--- src/rtl/dmem_arbiter_if.sv ---
// External word-access port of the dmem arbiter (debug/loader side).
// The requester holds ext_req until ext_ack; ext_rdata stays valid until the next ack.
interface dmem_arbiter_if #(
  parameter int unsigned AddrWidth = 12
);
  logic                 ext_req;
  logic                 ext_we;
  logic [AddrWidth-1:0] ext_addr;
  logic [31:0]          ext_wdata;
  logic                 ext_ack;
  logic [31:0]          ext_rdata;

  modport master (
    output ext_req, ext_we, ext_addr, ext_wdata,
    input  ext_ack, ext_rdata
  );

  modport slave (
    input  ext_req, ext_we, ext_addr, ext_wdata,
    output ext_ack, ext_rdata
  );
endinterface

--- src/rtl/dmem_arbiter.sv ---
// Shares dmem between the core load/store port (fixed priority) and an external
// word port whose wait is bounded by MaxWait before a one-cycle forced core stall.
module dmem_arbiter #(
  parameter int unsigned AddrWidth = 12,
  parameter int unsigned MaxWait   = 4
) (
  input  logic                 clk,
  input  logic                 reset,
  input  logic                 core_req,
  input  logic                 core_write_enable,
  input  logic [1:0]           core_width,
  input  logic                 core_sign_extend,
  input  logic [AddrWidth-1:0] core_address,
  input  logic [31:0]          core_data_in,
  output logic                 core_stall,
  dmem_arbiter_if.slave        ext,
  output logic                 mem_write_enable,
  output logic [1:0]           mem_width,
  output logic                 mem_sign_extend,
  output logic [AddrWidth-1:0] mem_address,
  output logic [31:0]          mem_data_in,
  input  logic [31:0]          mem_data_out
);

  localparam int unsigned     CntWidth = $clog2(MaxWait + 1);
  localparam logic [CntWidth-1:0] CntLast = CntWidth'(MaxWait - 1);
  localparam logic [AddrWidth-1:0] WordMask = ~AddrWidth'(3);

  typedef enum logic [1:0] {
    IDLE,
    WAIT,
    ACK
  } state_e;

  state_e              state_q, state_d;
  logic [CntWidth-1:0] cnt_q, cnt_d;
  logic [31:0]         rdata_q, rdata_d;
  logic                grant_ext;

  always_ff @(posedge clk) begin
    if (reset) begin
      state_q <= IDLE;
      cnt_q   <= '0;
      rdata_q <= '0;
    end else begin
      state_q <= state_d;
      cnt_q   <= cnt_d;
      rdata_q <= rdata_d;
    end
  end

  always_comb begin
    state_d   = state_q;
    cnt_d     = cnt_q;
    rdata_d   = rdata_q;
    grant_ext = (state_q != ACK) && ext.ext_req && (!core_req || (cnt_q == CntLast));

    // Read data is sampled from dmem in the grant cycle, ahead of the ack cycle.
    if (grant_ext && !ext.ext_we) begin
      rdata_d = mem_data_out;
    end

    unique case (state_q)
      IDLE: begin
        if (grant_ext) begin
          state_d = ACK;
        end else if (ext.ext_req) begin
          state_d = WAIT;
          cnt_d   = CntWidth'(1);
        end
      end
      WAIT: begin
        if (!ext.ext_req) begin
          state_d = IDLE;
          cnt_d   = '0;
        end else if (grant_ext) begin
          state_d = ACK;
          cnt_d   = '0;
        end else begin
          cnt_d = cnt_q + CntWidth'(1);
        end
      end
      ACK: begin
        state_d = IDLE;
        cnt_d   = '0;
      end
      default: begin
        state_d = IDLE;
        cnt_d   = '0;
      end
    endcase
  end

  always_comb begin
    if (grant_ext) begin
      mem_write_enable = ext.ext_we;
      mem_width        = 2'd2;
      mem_sign_extend  = 1'b0;
      mem_address      = ext.ext_addr & WordMask;
      mem_data_in      = ext.ext_wdata;
    end else begin
      mem_write_enable = core_write_enable;
      mem_width        = core_width;
      mem_sign_extend  = core_sign_extend;
      mem_address      = core_address;
      mem_data_in      = core_data_in;
    end
  end

  assign core_stall    = grant_ext & core_req;
  assign ext.ext_ack   = (state_q == ACK);
  assign ext.ext_rdata = rdata_q;

endmodule

--- src/flat_wrapper.sv ---
// flat-port wrapper written by rule: the top's interface ports become plain ports
module dmem_arbiter_flat 
#(
  parameter int unsigned AddrWidth = 12,
  parameter int unsigned MaxWait   = 4
)
  (clk, reset, core_req, core_write_enable, core_width, core_sign_extend, core_address, core_data_in, core_stall, mem_write_enable, mem_width, mem_sign_extend, mem_address, mem_data_in, mem_data_out, ext_ext_req, ext_ext_we, ext_ext_addr, ext_ext_wdata, ext_ext_ack, ext_ext_rdata);
  dmem_arbiter_if #(.AddrWidth(AddrWidth)) ext_i ();
  input  logic clk;
  input  logic reset;
  input  logic core_req;
  input  logic core_write_enable;
  input  logic [1:0] core_width;
  input  logic core_sign_extend;
  input  logic [AddrWidth-1:0] core_address;
  input  logic [31:0] core_data_in;
  output logic core_stall;
  output logic mem_write_enable;
  output logic [1:0] mem_width;
  output logic mem_sign_extend;
  output logic [AddrWidth-1:0] mem_address;
  output logic [31:0] mem_data_in;
  input  logic [31:0] mem_data_out;
  input wire logic [$bits(ext_i.ext_req)-1:0] ext_ext_req;
  input wire logic [$bits(ext_i.ext_we)-1:0] ext_ext_we;
  input wire logic [$bits(ext_i.ext_addr)-1:0] ext_ext_addr;
  input wire logic [$bits(ext_i.ext_wdata)-1:0] ext_ext_wdata;
  output wire logic [$bits(ext_i.ext_ack)-1:0] ext_ext_ack;
  output wire logic [$bits(ext_i.ext_rdata)-1:0] ext_ext_rdata;
  assign ext_i.ext_req = ext_ext_req;
  assign ext_i.ext_we = ext_ext_we;
  assign ext_i.ext_addr = ext_ext_addr;
  assign ext_i.ext_wdata = ext_ext_wdata;
  assign ext_ext_ack = ext_i.ext_ack;
  assign ext_ext_rdata = ext_i.ext_rdata;
  dmem_arbiter #(.AddrWidth(AddrWidth), .MaxWait(MaxWait)) u_core (.clk(clk), .reset(reset), .core_req(core_req), .core_write_enable(core_write_enable), .core_width(core_width), .core_sign_extend(core_sign_extend), .core_address(core_address), .core_data_in(core_data_in), .core_stall(core_stall), .ext(ext_i), .mem_write_enable(mem_write_enable), .mem_width(mem_width), .mem_sign_extend(mem_sign_extend), .mem_address(mem_address), .mem_data_in(mem_data_in), .mem_data_out(mem_data_out));
endmodule
--- config.mk ---
export PLATFORM = sky130hd
export DESIGN_NAME = dmem_arbiter_flat
export DESIGN_NICKNAME = d
export VERILOG_FILES = /design/src/rtl/dmem_arbiter_if.sv /design/src/rtl/dmem_arbiter.sv /design/src/flat_wrapper.sv
export SDC_FILE = /design/constraint.sdc
export NUM_CORES = 1
export LEC_CHECK = 0
export ABC_AREA = 1
export CAP_MARGIN = 10
export CORE_MARGIN = 2
export CORE_UTILIZATION = 33
export CTS_CLUSTER_SIZE = 16
export DETAILED_ROUTE_END_ITERATION = 12
export PLACE_DENSITY = 0.85
export SLEW_MARGIN = 20
export SYNTH_ARGS = -nofsm -noshare
export SYNTH_HDL_FRONTEND = slang
export SYNTH_SLANG_ARGS = --single-unit
--- constraint.sdc ---
create_clock -name clk -period 4 [get_ports clk]
set_input_delay 0.6 -clock clk [delete_from_list [all_inputs] [get_ports clk]]
set_output_delay 0.6 -clock clk [all_outputs]
set_load 0.02 [all_outputs]
After elaboration in Yosys (flattened, before gate mapping)
Index checks and enable logic that the tools add are counted.
- register bits: 37
- bits of input ports: 129
- $add $sub $neg: 1
- equal/unequal tests: 8
- mux-type cells: 15
- bitwise gates (word level): 1
- reduce and logical (&&, ||, !) cells: 9
- operators by type and width (cell ; count):
    32-bit two-way mux ; 1
    12-bit two-way mux ; 1
    3-bit two-way mux ; 4
    2-bit two-way mux ; 5
    2-bit inequality test, second input constant ; 3
    3-bit by 2-bit inequality test with 1-bit output, second input constant ; 2
    3-bit case mux with 2 select lines ; 1
    2-bit case mux with 2 select lines ; 1
    2-bit AND reduction ; 2
    3-bit by 1-bit adder with 3-bit output, second input constant ; 1
    3-bit by 2-bit equality test with 1-bit output, second input constant ; 1
    1-bit logical AND ; 3
    2-bit by 1-bit equality test with 1-bit output, second input constant ; 1
    2-bit equality test, second input constant ; 1
    1-bit logical NOT ; 2
    2-bit logical NOT ; 1
    1-bit two-way mux ; 2
    1-bit bitwise AND ; 1
    1-bit logical OR ; 1

Depth between registers and ports, before layout
Gate-level depths: netlist of run 1.
- depth in word-level cells: 6
- mapped depth: 9

Worst setup path after synthesis of run 1
No wires, ideal clock.
- kind: input -> output
- from: input ext_ext_req
- to: output mem_write_enable
- data arrival time: 1552 ps
- required time: 3400 ps
- setup slack: 1848 ps
- cell stages on the path: 5
- cells stage by stage: inv_1 > nor2_4 > nand2_4 > buf_4 > o21ai_0
- longest elaborated chain between the ends: 3
- RTL lines (element ; line ; text):
    from (decl) ; flat_wrapper.sv:24 ; input wire logic [$bits(ext_i.ext_req)-1:0] ext_ext_req;
    1-bit logical AND (2 in series) ; dmem_arbiter.sv:56 ; grant_ext = (state_q != ACK) && ext.ext_req && (!core_req || (cnt_q == CntLast));
    1-bit two-way mux ; dmem_arbiter.sv:95 ; if (grant_ext) begin
    to (decl) ; flat_wrapper.sv:18 ; output logic mem_write_enable;
No other way between the ends.

Worst setup path after layout of run 1
- from: input core_req
- to: output mem_data_in[27]
- longest elaborated chain between the ends: 4
- RTL lines (element ; line ; text):
    from (decl) ; flat_wrapper.sv:11 ; input logic core_req;
    1-bit logical NOT ; dmem_arbiter.sv:56 ;
    1-bit logical OR ; dmem_arbiter.sv:56 ;
    1-bit logical AND ; dmem_arbiter.sv:56 ;
    32-bit two-way mux ; dmem_arbiter.sv:95 ;
    to (decl) ; flat_wrapper.sv:22 ; output logic [31:0] mem_data_in;
No other way between the ends.

==> results of run 1 <==
## layout make-up
| cell class | instances | area, um2 | area share (%) |
|---|---|---|---|
| Clock inverter | 1 | 30.0 | 0.672 |
| Sequential cell | 37 | 741 | 16.6 |
| Multi-Input combinational cell | 289 | 1220 | 27.4 |
| Clock buffer | 7 | 86.3 | 1.93 |
| Inverter | 48 | 180 | 4.03 |
| Tap cell | 80 | 100 | 2.24 |
| Timing Repair Buffer | 213 | 2110 | 47.1 |
## state kept, by name, indices dropped and copies added, names as in the netlist
signal                cells
u_core.cnt_q              3
u_core.ext.ext_rdata     32
u_core.state_q            2
## placed cells by master (no fill, tap or decap), drive strengths merged
cell type / netlist / final
inv: 48 / 48
nor2: 73 / 73
clkbuf: 4 / 7
a21oi: 4 / 4
ha: 2 / 2
nand4: 32 / 32
dfxtp: 37 / 37
buf: 20 / 10
clkdlybuf4s50: 0 / 203
or2: 1 / 1
o21ai: 1 / 1
bufinv: 0 / 1
nand3: 5 / 5
nand2: 171 / 171
## cells by family (layout without fill, tap and decap cells)
family | after synthesis | after routing | share of synthesized area, %
buffers and inverters | 72 | 269 | 13.7
AND/OR/NAND/NOR | 282 | 282 | 51.6
flip-flops | 37 | 37 | 32.5
adder cells (fa/ha/maj) | 2 | 2 | 1.10
AO/OA/AOI/OAI | 5 | 5 | 1.10
## worst min-delay path by stage
| stage | from | end | slack, ns | depth (start not counted) |
|---|---|---|---|---|
| finish | u_core.ext.ext_rdata[31] | u_core.ext.ext_rdata[31] | 0.47 | 2 |
| global route | u_core.ext.ext_rdata[30] | u_core.ext.ext_rdata[30] | 0.49 | 2 |
| CTS | u_core.ext.ext_rdata[9] | u_core.ext.ext_rdata[9] | 0.48 | 2 |
| detailed placement | u_core.ext.ext_rdata[25] | u_core.ext.ext_rdata[25] | 0.46 | 2 |
| global placement | u_core.ext.ext_rdata[6] | u_core.ext.ext_rdata[6] | 0.45 | 2 |
| floorplan | u_core.cnt_q[2] | u_core.cnt_q[2] | 0.46 | 2 |
## where the power goes
group	internal, mW	total [mW]	leakage (nW)	switching [mW]
Sequential	0.387	0.396	0.302	0.00959
Clock	0.203	0.334	0.0585	0.131
Combinational	0.242	0.456	1.76	0.214
## per-stage QoR
step	std cells	worst slack (ns)	util (%)	power, mW
6_report	675	0.615	66.5	1.19
2_1_floorplan	398	1.85	-	0.599
3_3_place_gp	667	0.678	64.8	0.855
5_1_grt	675	0.542	66.5	1.24
3_5_place_dp	667	0.639	64.8	0.861
4_1_cts	675	0.644	66.5	1.20
## tightest hold or removal path: stages (launching register included)
cell     delay, ns
dfxtp_1       0.33
nor2_1        0.05
nor2_1        0.07
## metal layers
metal | share of wire [%] | vias to the layer above | wire length [um] | GRT usage (%)
met5 | 0.14 | - | 13 | 0
met1 | 41 | 1370 | 3800 | 27.0
met2 | 48 | 124 | 4390 | 40.7
met4 | 1.8 | 2 | 163 | 6.39
met3 | 9.3 | 15 | 861 | 6.73
li1 | - | 1596 | - | -
==> flow_metrics.tcl, run 1 <==
set metrics [dict create \
    status "complete, no violations" \
    io_pins 211 \
    ctsLongestPathBuffers 2 \
    clk_pin_slew_worst_paths_ns 0.07 \
    clockRootBuffer "clkbuf_8" \
    hold_viol_final 0 \
    viasPerCell 4.60 \
    yosys.area.top_type "dfxtp_1" \
    setup_violations 0 \
    antenna_found_initial 1 \
    fill_cells 573 \
    cp.depth 9 \
    slowest_stage "clkdlybuf4s50_1" \
    crit_family "buffers and inverters" \
    slew_violations 0 \
    cts_tree "built" \
    regToRegSetupSlack_ns 1.90 \
    gr-total-overflow 0 \
    drtIter0Drc 111 \
    power.density_mw_per_mm2 265 \
    synth_common_cells "nand2_1, nor2_1, inv_1" \
    crit_path_max_fanout 49 \
    track_usage_pct 23.1 \
    first_pass_iters 4 \
    irDropWorstVdd_mv 0.225 \
    timing.fmax_mhz 295 \
    yosysTopAreaCellShare_pct 32.5 \
    grt_max_degree 50 \
    final_antenna_net_count 0 \
    yosysMostFrequentCell "nand2_1" \
    ctsResizeCount 0 \
    synth.avg_cell_area_um2 5.72 \
    crit_buf_inv 5 \
    syn_to_final_growth_pct 96.3 \
    setup_tns_ns 0 \
    cts_setup_buffers 0 \
    async_flop_share_pct 0 \
    synth-edff-count 0 \
    hold_class "flop to flop" \
    r2r_end "u_core.ext.ext_rdata[26]" \
    whs_ns 0.473 \
    vias 3107 \
    synthTopCellsByArea "dfxtp_1, nand2_1, nor2_1" \
    die_h_um 87.1 \
    yosys_warnings 0 \
    max_stage_delay_ns 0.61 \
    slew_headroom_pct 34.0 \
    fin_nets 725 \
    p_leak_nw 2.13 \
    synth_area_mm2 0.00228 \
    synth_ff_type "dfxtp_1" \
    dieWidth_um 87.1 \
    wl_per_cell_um 13.7 \
    dpl_cell_area_mm2 0.00435 \
    htree_levels 2 \
    fin_area_mm2 0.00447 \
    post-route-period-util_pct 84.6 \
    grt_pass1_wl_mm 13.8 \
    max-cap-violations 0 \
    drc_errors 0 \
    path_cells "clkdlybuf4s50_1 > inv_2 > nor2_2 > inv_2 > nand2_4 > buf_4 > nand2_1 > nand2_1 > clkdlybuf4s50_1" \
    worstSkewPairLatency_ns 0.28 \
    cts_num_sinks 37 \
    die-area_mm2 0.00758 \
    initial_core_util_pct 33.9 \
    first_global_vias 2847 \
    final_layout_size_suffix_gt1_share_pct 4.37 \
    cp-startpoint "core_req" \
    crit_path_start_kind "input port" \
    rows 30 \
    crit_end "mem_data_in[27]" \
    dp_hpwl_mm 7.24 \
    r2r-start "u_core.cnt_q[0]" \
    synth_cells 398 \
    fin_crit_ns 3.38 \
    cp.required_ns 3.40 \
    rsz0062_at_grt "no" \
    arrival_ns 2.78 \
    gp_congestion 0.882 \
    reg2reg_depth 9 \
    core_area_mm2 0.00672 \
    tightest_slew_ns 0.989 \
    synth-seq-area-share_pct 32.5 \
    cts_made_buffers 5 \
    finClkSkew_ns 0.0108 \
    port_buffers 208 \
    crit_type "input port to output port" \
    antenna_cells 0 \
    synth_seq_cells 37 \
    synthesis.nets 529 \
    ys_types 19 \
    drt-total-wl_mm 9.23 \
    setup.worst_path.end_class "output port" \
    hold_buffers 0 \
]
Power figures use the tool's default switching activity.
==> run 2, diff against run 1 <==
- CORE_UTILIZATION: 33 -> 28
- PLACE_DENSITY: 0.85 -> 0.77
- clock period: 4 -> 3.1 ns (I/O delays scaled with it)
==> run 2 against run 1 <==
- count of clock-buffer cells in the layout decreased by 1
- sequential cell count unchanged
- non-clock buffer count increased by 3
- clock skew about the same
- combinational power increased by 30%
- total power increased by 21%
- critical path type is now flop to output port
- final cell count increased by 3.7%
- highest routed layer is now met4
- via count about the same
- sequential power increased by 29%
- critical path depth unchanged
- hold slack got worse by 0.0055 ns
==> flow_metrics.tcl, run 2 (synthesis gave the netlist of run 1 again) <==
set metrics [dict create \
    slew_headroom_pct 49.1 \
    cp.required_ns 2.63 \
    drc_errors 0 \
    finalPower_mw 1.43 \
    grt_pass1_wl_mm 13.8 \
    fin_util_pct 57.9 \
    multiInputGateArea_mm2 0.00122 \
    max-cap-violations 0 \
    syn_to_final_growth_pct 98.5 \
    setup_tns_ns 0 \
    seq_area_um2 741 \
    clk_pin_slew_worst_paths_ns 0.07 \
    crit_path_max_fanout 44 \
    dieWidth_um 94.2 \
    htree_levels 2 \
    rsz0062_at_grt "no" \
    clockRootBuffer "clkbuf_8" \
    fin_crit_ns 2.86 \
    p_leak_nw 2.13 \
    place_inst 692 \
    worstSkewPairLatency_ns 0.29 \
    gr-total-overflow 0 \
    die_h_um 94.2 \
    crit_path_start_kind "flop" \
    grt_max_degree 45 \
    arrival_ns 2.40 \
    final_common_cell "clkdlybuf4s50_1" \
    die-area_mm2 0.00887 \
    stdcell_count 700 \
    first_pass_iters 4 \
    setup.worst_path.end_class "output port" \
    status "complete, no violations" \
    largest_register_ff_count 32 \
    ctsLongestPathBuffers 2 \
    rows 32 \
    antenna_found_initial 0 \
    layout_common_cells "clkdlybuf4s50_1, nand2_1, nor2_1, inv_1, dfxtp_1" \
    core_area_mm2 0.00781 \
    track_usage_pct 19.6 \
    port_buffers 208 \
    cts_tree "built" \
    final_layout_size_suffix_gt1_share_pct 4.18 \
    drt-total-wl_mm 9.23 \
    gp_congestion 0.807 \
    hold_class "flop to flop" \
    wl_per_cell_um 13.2 \
    finClkSkew_ns 0.0108 \
    ctsResizeCount 0 \
    final_antenna_net_count 0 \
    hold_viol_final 0 \
    hold_buffers 0 \
    io_pins 211 \
    cts_num_sinks 37 \
    first_global_vias 2870 \
    power.density_mw_per_mm2 317 \
    viasPerCell 4.44 \
    initial_core_util_pct 29.2 \
    timing.fmax_mhz 349 \
    antenna_cells 0 \
    post-route-period-util_pct 92.3 \
    cts_made_buffers 5 \
    fill_cells 763 \
    dp_hpwl_mm 7.15 \
    slew_violations 0 \
    drtIter0Drc 125 \
    cts_setup_buffers 0 \
    fin_nets 728 \
    setup_violations 0 \
    tightest_slew_ns 0.762 \
    irDropWorstVdd_mv 0.202 \
    crit_type "flop to output port" \
    vias 3108 \
]
## run 2: cell count changes in the layout (fill, tap and decap cells not counted), sizes merged
cell,delta
clkdlybuf4s50,+4
clkinv,+2
buf,-1
bufinv,-1
clkbuf,-1
## run 2: metrics by stage
step                setup WS (ns)  area (um2)  hold slack [ns]
detailed placement          0.265        4440            0.457
floorplan                    1.10        2280            0.458
global route                0.106        4520            0.499
global placement            0.274        4440            0.448
CTS                         0.212        4520            0.473
finish                      0.238        4520            0.467
## run 2: final timing paths
path / start / end / slack (ns) / cells past startpoint
max: u_core.cnt_q[0] / mem_width[1] / 0.24 / 9
min: u_core.ext.ext_rdata[28] / u_core.ext.ext_rdata[28] / 0.47 / 2
max reg2reg: u_core.cnt_q[0] / u_core.ext.ext_rdata[24] / 1.28 / 8
min reg2reg: u_core.ext.ext_rdata[28] / u_core.ext.ext_rdata[28] / 0.47 / 2
## run 2: cell type report
type,count,share of cell area (%)
clock inverters,2,0.221
clock buffers,6,1.61
inverters,48,3.99
flip-flops and latches,37,16.4
repair buffers,216,47.9
well taps,102,2.82
multi-input cells,289,27.1
## run 2: metal layers
metal  share of wire (%)  vias to the layer above  global-route usage, %
li1                    -                     1605                      -
met1                  40                     1364                   21.1
met2                  49                      129                   36.0
met3                  10                       10                   7.22
met4                 1.6                        0                   5.07
met5                   0                        -                      0
## run 2: report_power, final
group          internal (mW)  switching, mW  total, mW
Clock                  0.156          0.170      0.326
Combinational          0.321          0.274      0.595
Sequential             0.499         0.0134      0.512
## run 2: critical path, cell delays in order, from the launching register on
cell and delay (ns):
dfxtp_1 0.33, ha_1 0.21, ha_1 0.21, nor2_2 0.16, inv_2 0.07, nand2_4 0.13
inv_2 0.06, buf_12 0.17, or2_1 0.22, clkdlybuf4s50_1 0.55
==> run 3, diff against run 2 <==
- ABC_CLOCK_PERIOD_IN_PS: not set -> 3100
==> results of run 3 <==
Same layout as run 2: the final DEF is identical, and so are final timing and power.
